File: src/rtl/cordic_sincos_unroll_param.sv
// Iterative CORDIC sine/cosine custom instruction: float angle in, float result out.
// UNROLLS micro-rotations are chained combinationally each RUN cycle.
module cordic_sincos_unroll_param #(
    parameter int WL         = 21,
    parameter int ITERATIONS = 16,
    parameter int UNROLLS    = 2
) (
    input  logic        clock,
    input  logic        aclr,
    input  logic        clk_en,
    input  logic        start,
    input  logic        n,
    input  logic [31:0] dataa,
    output logic [31:0] result,
    output logic        done,
    output logic        busy
);

    localparam int N  = ITERATIONS / UNROLLS;
    localparam int CW = (N > 1) ? $clog2(N) : 1;
    localparam int IW = $clog2(ITERATIONS);

    localparam logic [1:0] IDLE = 2'd0;
    localparam logic [1:0] RUN  = 2'd1;
    localparam logic [1:0] DONE = 2'd2;

    localparam logic signed [WL-1:0] K_CONST = WL'($rtoi(0.6072529350 * (2.0 ** (WL - 1)) + 0.5));
    localparam logic signed [WL-1:0] MAX_POS = {1'b0, {(WL-1){1'b1}}};
    localparam logic signed [WL-1:0] MIN_NEG = {1'b1, {(WL-1){1'b0}}};

    if ((ITERATIONS % UNROLLS) != 0) begin : g_bad_unroll
        $error("UNROLLS must divide ITERATIONS");
    end

    logic signed [WL-1:0] atan_tab [ITERATIONS];

    for (genvar gi = 0; gi < ITERATIONS; gi++) begin : g_atan
        localparam logic signed [WL-1:0] ATAN_I =
            WL'($rtoi($atan(1.0 / (2.0 ** gi)) * (2.0 ** (WL - 1)) + 0.5));
        assign atan_tab[gi] = ATAN_I;
    end

    logic [1:0]           state_reg;
    logic [CW-1:0]        cnt_reg;
    logic signed [WL-1:0] x_reg, y_reg, z_reg;
    logic                 mode_reg, sgn_reg, done_reg;
    logic [31:0]          result_reg;

    // Clamp a one-bit-wider sum back into the Q1 range instead of wrapping.
    function automatic logic signed [WL-1:0] sat(input logic signed [WL:0] v);
        if (v[WL] != v[WL-1])
            sat = v[WL] ? MIN_NEG : MAX_POS;
        else
            sat = v[WL-1:0];
    endfunction

    // |dataa| to Q1.(WL-1): the 27-bit extended mantissa is scaled by a right shift.
    logic [7:0]           in_exp;
    logic [26:0]          in_mant_ext;
    int                   rsh;
    logic signed [WL-1:0] z_in;

    always_comb begin
        in_exp      = dataa[30:23];
        in_mant_ext = {1'b1, dataa[22:0], 3'b000};
        rsh         = 154 - WL - int'(in_exp);
        z_in        = '0;
        if (in_exp >= 8'd127)
            z_in = MAX_POS;
        else if (in_exp == 8'd0)
            z_in = '0;
        else if (rsh < 27)
            z_in = WL'(in_mant_ext >> rsh);
    end

    logic [IW-1:0]        idx;
    logic signed [WL-1:0] x_c, y_c, z_c, xsh, ysh;
    logic signed [WL:0]   xw, yw;
    logic signed [WL-1:0] x_next, y_next, z_next;

    always_comb begin
        x_c = x_reg;
        y_c = y_reg;
        z_c = z_reg;
        idx = '0;
        xsh = '0;
        ysh = '0;
        xw  = '0;
        yw  = '0;
        for (int j = 0; j < UNROLLS; j++) begin
            idx = IW'(int'(cnt_reg) * UNROLLS + j);
            xsh = x_c >>> idx;
            ysh = y_c >>> idx;
            if (z_c[WL-1]) begin
                xw  = {x_c[WL-1], x_c} + {ysh[WL-1], ysh};
                yw  = {y_c[WL-1], y_c} - {xsh[WL-1], xsh};
                z_c = z_c + atan_tab[idx];
            end else begin
                xw  = {x_c[WL-1], x_c} - {ysh[WL-1], ysh};
                yw  = {y_c[WL-1], y_c} + {xsh[WL-1], xsh};
                z_c = z_c - atan_tab[idx];
            end
            x_c = sat(xw);
            y_c = sat(yw);
        end
        x_next = x_c;
        y_next = y_c;
        z_next = z_c;
    end

    // Sign-magnitude to single precision; the leading one sets the exponent.
    logic signed [WL-1:0] out_v;
    logic [WL-1:0]        out_mag;
    logic                 out_neg;
    int                   lead;
    logic [31:0]          out_float;

    always_comb begin
        out_v   = mode_reg ? y_reg : x_reg;
        out_neg = out_v[WL-1];
        out_mag = out_neg ? WL'(-out_v) : out_v;
        lead    = 0;
        for (int b = 0; b < WL; b++)
            if (out_mag[b]) lead = b;
        out_float = {out_neg ^ (mode_reg & sgn_reg),
                     8'(127 + lead - (WL - 1)),
                     23'(({out_mag, 23'b0} << (WL - 1 - lead)) >> (WL - 1))};
        if (out_mag == '0)
            out_float = '0;
    end

    always_ff @(posedge clock) begin
        if (aclr) begin
            state_reg  <= IDLE;
            cnt_reg    <= '0;
            x_reg      <= K_CONST;
            y_reg      <= '0;
            z_reg      <= '0;
            mode_reg   <= 1'b0;
            sgn_reg    <= 1'b0;
            done_reg   <= 1'b0;
            result_reg <= '0;
        end else if (clk_en) begin
            done_reg <= 1'b0;
            case (state_reg)
                RUN: begin
                    x_reg   <= x_next;
                    y_reg   <= y_next;
                    z_reg   <= z_next;
                    cnt_reg <= cnt_reg + 1'b1;
                    if (cnt_reg == CW'(N - 1))
                        state_reg <= DONE;
                end
                DONE: begin
                    result_reg <= out_float;
                    done_reg   <= 1'b1;
                    state_reg  <= IDLE;
                end
                default: ;
            endcase
            // A start in any state reloads; it overrides the RUN/DONE transitions above.
            if (start) begin
                x_reg     <= K_CONST;
                y_reg     <= '0;
                z_reg     <= z_in;
                mode_reg  <= n;
                sgn_reg   <= dataa[31];
                cnt_reg   <= '0;
                state_reg <= RUN;
            end
        end
    end

    assign result = result_reg;
    assign done   = done_reg;
    assign busy   = (state_reg != IDLE);

endmodule

File: config.mk
export PLATFORM = sky130hd
export DESIGN_NAME = cordic_sincos_unroll_param
export DESIGN_NICKNAME = d
export VERILOG_FILES = /design/src/rtl/cordic_sincos_unroll_param.sv
export SDC_FILE = /design/constraint.sdc
export NUM_CORES = 1
export LEC_CHECK = 0
export CAP_MARGIN = 30
export CORE_ASPECT_RATIO = 0.8
export CORE_MARGIN = 2
export CORE_UTILIZATION = 30
export DETAILED_ROUTE_END_ITERATION = 10
export REMOVE_ABC_BUFFERS = 1
export SETUP_SLACK_MARGIN = 0.15
export SYNTH_ARGS = -nofsm -noshare
export SYNTH_HDL_FRONTEND = slang
export SYNTH_SLANG_ARGS = --single-unit
export TNS_END_PERCENT = 10
File: constraint.sdc
create_clock -name clock -period 16.53 [get_ports clock]
set_clock_uncertainty 0.2 [all_clocks]
set_input_delay 2.4795 -clock clock [delete_from_list [all_inputs] [get_ports clock]]
set_output_delay 2.4795 -clock clock [all_outputs]
set_load 0.1 [all_outputs]
==> results of run 1 <==
==> cell families (layout without fill, tap and decap cells) <==
kind of cell / after synthesis / in the layout
other: 1 / 3
muxes: 178 / 178
DFF: 100 / 100
xor gates and xnor gates: 215 / 215
and+or+nand+nor: 945 / 945
adders and majority gates: 179 / 179
buffers and inverters: 259 / 218
AOI/OAI and AO/OA: 933 / 933
==> worst register-to-register path: cells and delay by family (launching register included) <==
family                   cells  cell delay (ns)
AO/OA/AOI/OAI               16             4.85
flip-flops                   1             0.79
adder cells (fa/ha/maj)      2             0.53
XOR/XNOR                     3             0.63
AND/OR/NAND/NOR             17             5.44
buffers and inverters        2             0.99
==> routing by layer <==
metal / global-route usage, % / up-vias / wire length, um
met3: 5.286 / 131 / 7886
met2: 29.04 / 1021 / 29850
li1: - / 10380 / -
met5: 0 / - / 63
met4: 6.045 / 2 / 2348
met1: 31.52 / 10090 / 35590
==> cell type report <==
class / instances / area share [%]
Clock inverter: 6 / 0.2406
Timing Repair Buffer: 111 / 4.578
Clock buffer: 10 / 1.094
Multi-Input combinational cell: 2453 / 78.36
Inverter: 91 / 1.564
Sequential cell: 100 / 9.230
Tap cell: 860 / 4.928
==> metrics by stage <==
step                setup WS [ns]  area (um2)  hold slack (ns)
finish                      3.056       21840           0.2555
CTS                         3.431       21840           0.2611
detailed placement          3.510       21550           0.2458
global route                2.069       21840           0.2874
floorplan                   2.370       19430           0.2301
global placement            3.752       21520           0.2436
==> placed cells by master (no fill, tap or decap), types with 36 or more instances in the layout <==
master,count
clkdlybuf4s50_1,66
nand3_1,60
mux2_2,46
a21o_1,43
xnor2_1,127
a211oi_1,48
nand2b_1,37
inv_1,85
ha_1,156
nand2_1,256
mux2i_1,97
nor2_1,320
dfxtp_1,95
a31oi_1,36
o21ai_0,175
xor2_1,86
buf_4,42
nor3_1,84
a21oi_1,251
==> worst min path at each step <==
stage | from | end | slack (ns) | cells past startpoint
2_1_floorplan | z_reg[11] | z_reg[11] | 0.23 | 2
3_3_place_gp | result[13] | result[13] | 0.24 | 1
3_5_place_dp | result[13] | result[13] | 0.25 | 1
4_1_cts | result[6] | result[6] | 0.26 | 2
5_1_grt | result[6] | result[6] | 0.29 | 2
6_report | result[6] | result[6] | 0.26 | 2
==> results.py, run 1 <==
metrics = {
    "outcome": {
        "outcome": "finished clean",
    },
    "setup_path": {
        "rrSetupSlack_ns": 3.06,
        "r2r_start": "cnt_reg[2]",
        "startpoint_type": "flop",
        "r2r_end": "y_reg[18]",
        "cp-end-kind": "flop",
        "reg2reg_depth": 40,
        "path_class": "reg2reg",
        "crit_fanout": 66,
        "crit_required_ns": 16.65,
        "critPathLaunch": "cnt_reg[2]",
        "path_delay_family": "simple AND/OR/NAND/NOR gates",
        "cp_num_buf_inv": 2,
        "cpPeakStageDelay_ns": 0.89,
        "cp_slowest_cell": "nor3_2",
        "critPathArrivalTime_ns": 13.59,
        "crit_cells": 40,
        "crit_end": "y_reg[18]",
    },
    "synthesis": {
        "synth.yosys.seq_area_share_pct": 9.937,
        "yosys_warnings": 0,
        "synthArstFlopShare_pct": 0,
        "synth_top_family_by_area": "compound AO/OA/AOI/OAI gates",
        "synth_xor_area_share_pct": 9.477,
        "synth_cells": 2810,
        "synth_area_per_cell_um2": 7.170,
        "synth_compound_area_share_pct": 30.82,
        "synth-edff-count": 0,
        "muxShareOfSynthArea_pct": 11.30,
        "synth_ff_type": "dfxtp_1",
        "synth_fa_ha_area_share_pct": 11.13,
        "ys_ff_latch": 100,
        "synthTopCellsByArea": "dfxtp_1, ha_1, a21oi_1",
        "yosysTopAreaCell": "dfxtp_1",
        "synth_top_cells_by_count": "nor2_1, nand2_1, a21oi_1, o21ai_0, ha_1",
        "syn_area_um2": 20150,
        "synth-simple-area-share_pct": 22.03,
        "synthDistinctLibCells": 98,
        "synth_most_common_cell": "nor2_1",
        "post-synth-top-area-fraction_pct": 9.937,
    },
    "clock_tree": {
        "post_cts_resized": 0,
        "cts_hold_buf": 0,
        "htreeDepth": 3,
        "clock_latency_ns": 0.39,
        "clkSinkCount": 100,
        "path_clk_slew_ns": 0.08,
        "cts_made_buffers": 9,
        "cts_root_buf": "clkbuf_16",
        "clock_tree.buffer_depth": 2,
        "cts_tree": "done",
        "cts_setup_buffers": 0,
    },
    "grt": {
        "grt_pass1_wl_um": 115100,
        "grtUsageTotal_pct": 21.04,
        "grt.overflow.total": 0,
        "grt_max_degree": 68,
        "grt_pass1_vias": 18790,
        "antenna_found_initial": 1,
    },
    "final_layout": {
        "stdcell_count": 3631,
        "largest_reg_flops": 29,
        "fillers": 7128,
        "final_nets": 2965,
        "drive_gt1_share_pct": 7.615,
        "diodes": 0,
        "seq_area_um2": 2016,
        "area_delta_synth_final_pct": 8.390,
        "multi_input_area_um2": 17110,
        "utilization_pct": 33.03,
    },
    "sta": {
        "layout_min_cycle_time_ns": 13.47,
        "finalHoldViolations": 0,
        "finalCritPeriodShare_pct": 81.51,
        "tns_ns": 0,
        "maxSlewViolCount": 0,
        "rsz0062_at_grt": "false",
        "tightest_slew_ns": 1.079,
        "setup_viol": 0,
        "worst_slew_margin_rel_pct": 27.06,
        "max_freq_mhz": 74.21,
    },
    "route": {
        "vias_per_cell": 5.957,
        "route.detailed.drc": 0,
        "ant_nets": 0,
        "vias": 21630,
        "wirelength_um": 75750,
        "dr.pass1.iters": 9,
        "wl_per_cell_um": 20.86,
        "drt-initial-drc-count": 2646,
    },
    "floorplanning": {
        "start_util_pct": 30.48,
        "die_y_um": 235.8,
        "die_w_um": 293.7,
        "pin_count": 71,
        "fp.dieArea_um2": 69260,
        "core_um2": 66110,
        "fp-row-count": 84,
    },
    "placement": {
        "port_buffers": 67,
        "hpwl_um": 59530,
        "routabilityCongestion": 1.002,
        "dp.cells": 3615,
    },
    "hold_path": {
        "min_path_type": "reg2reg",
    },
    "flow_run": {
        "cap_violations": 0,
    },
}
Power of run 1 is not shown: default switching activity piles up to over one toggle a cycle in this logic, so the estimate is an artifact.
==> run 2, diff against run 1 <==
clock period = 11.92 ns   (was 16.53 ns; I/O delays follow)
==> run 2 against run 1 <==
Via count increased by 1.1%. Fmax increased by 21%. Cell area increased by 2.4%. Worst hold slack improved by 0.00074 ns. Clock-buffer cell count unchanged. Global-route usage increased by 0.50 points. First-iteration DRC count decreased by 5.3%.
==> results.py, run 2 (synthesis results as in run 1) <==
metrics = {
    "setup_path": {
        "crit_fanout": 19,
        "critPathArrivalTime_ns": 11.23,
        "rrSetupSlack_ns": 0.79,
        "r2r_start": "cnt_reg[0]",
        "cp_slowest_cell": "o21ai_0",
        "startpoint_type": "flop",
        "crit_required_ns": 12.02,
        "cp-end-kind": "flop",
        "r2r_end": "x_reg[13]",
        "path_class": "reg2reg",
        "cpMostUsedCell": "a21oi_1",
        "reg2reg_depth": 45,
        "cpPeakStageDelay_ns": 0.56,
    },
    "clock_tree": {
        "cts_made_buffers": 9,
        "clock_tree.buffer_depth": 2,
        "cts_root_buf": "clkbuf_16",
        "path_clk_slew_ns": 0.11,
        "htreeDepth": 3,
        "clock_latency_ns": 0.42,
        "cts_tree": "done",
        "clkSinkCount": 100,
    },
    "outcome": {
        "outcome": "finished clean",
    },
    "final_layout": {
        "final_nets": 3013,
        "diodes": 0,
        "area_delta_synth_final_pct": 11.02,
        "fillers": 7058,
        "stdcell_count": 3679,
        "largest_reg_flops": 29,
        "final_common_cell": "nor2_1",
        "final_cell_mix": "nor2_1, nand2_1, a21oi_1, o21ai_0, ha_1",
        "drive_gt1_share_pct": 10.00,
    },
    "route": {
        "wirelength_um": 77480,
        "vias": 21860,
        "drt-initial-drc-count": 2507,
        "vias_per_cell": 5.942,
        "ant_nets": 0,
        "wl_per_cell_um": 21.06,
        "route.detailed.drc": 0,
        "dr.pass1.iters": 7,
    },
    "placement": {
        "routabilityCongestion": 1.000,
        "port_buffers": 67,
        "dp.cells": 3655,
        "hpwl_um": 60930,
    },
    "sta": {
        "max_freq_mhz": 89.89,
        "rsz0062_at_grt": "true",
        "finalHoldWorstSlack_ns": 0.2562,
        "finalCritPeriodShare_pct": 93.33,
        "finalHoldViolations": 0,
        "tightest_slew_ns": 1.123,
        "tns_ns": 0,
        "maxSlewViolCount": 0,
        "setup_viol": 0,
        "worst_slew_margin_rel_pct": 24.19,
        "layout_min_cycle_time_ns": 11.13,
    },
    "floorplanning": {
        "die_w_um": 293.7,
        "start_util_pct": 30.48,
        "core_um2": 66110,
        "die_y_um": 235.8,
        "fp.dieArea_um2": 69260,
        "pin_count": 71,
        "fp-row-count": 84,
    },
    "flow_run": {
        "cap_violations": 0,
    },
    "grt": {
        "grtUsageTotal_pct": 21.54,
        "antenna_found_initial": 0,
        "grt_max_degree": 49,
        "grt_pass1_vias": 19280,
        "grt_pass1_wl_um": 117600,
        "grt.overflow.total": 0,
    },
    "hold_path": {
        "whs_path_depth": 2,
        "min_to": "result[6]",
        "min_path_type": "reg2reg",
        "holdCritStartpoint": "result[6]",
    },
}
[run 2: cell count changes in the layout (fill, tap and decap cells not counted), moves of 3 or more]
cell and delta:
buf_4 +47, nor3_1 -3, o21ai_1 +3, o21ai_0 -3
nor3_2 +3
[run 2: what timing repair did]
item / 4_1_cts / 5_1_grt
hold buffers: 0 / 0
gates resized for setup: 0 / 31
setup buffers: 0 / 8
endpoints found under the setup margin: 0 / 42
[run 2: metal layers]
layer	vias up	global-route usage (%)	share of wire (%)
met2	1103	30.02	40
met1	10170	31.93	46
met3	124	6.125	12
li1	10460	-	-
met5	-	0	0
met4	0	5.318	2.5
[run 2: worst max-delay path, delay by kind of cell, from the launching register on]
kind            cells  cell delay (ns)
fa+ha+maj           5             1.80
flops               1             0.54
compound gates     19             4.32
xor+xnor            3             0.58
simple gates       12             2.05
mux                 1             0.36
buf+inv             5             1.18
[run 2: worst max-delay path by stage]
stage	startpoint	endpoint	slack (ns)	cells past startpoint
finish	cnt_reg[0]	x_reg[13]	0.79	45
global route	cnt_reg[0]	x_reg[19]	0.14	49
CTS	cnt_reg[0]	y_reg[3]	0.20	36
detailed placement	cnt_reg[0]	y_reg[3]	0.26	36
global placement	cnt_reg[0]	y_reg[3]	0.48	36
floorplan	cnt_reg[2]	x_reg[19]	-2.24	45
[run 2: area by class of cell]
type | instances | area (um2) | share of cell area [%]
clock buffers | 10 | 239.0 | 1.068
clock inverters | 6 | 67.56 | 0.3021
inverters | 91 | 345.3 | 1.544
multi-input cells | 2453 | 17230 | 77.05
flip-flops and latches | 100 | 2017 | 9.018
well taps | 860 | 1076 | 4.811
repair buffers | 159 | 1388 | 6.204
[run 2: per-stage QoR]
stage	utilization (%)	setup WS (ns)	cell area, um2
2_1_floorplan	-	-2.240	19430
3_3_place_gp	33.06	0.4794	21850
3_5_place_dp	33.06	0.2579	21850
4_1_cts	33.52	0.1988	22160
5_1_grt	33.83	0.1374	22370
6_report	33.83	0.7948	22370
Power of run 2 is left out for the same reason.
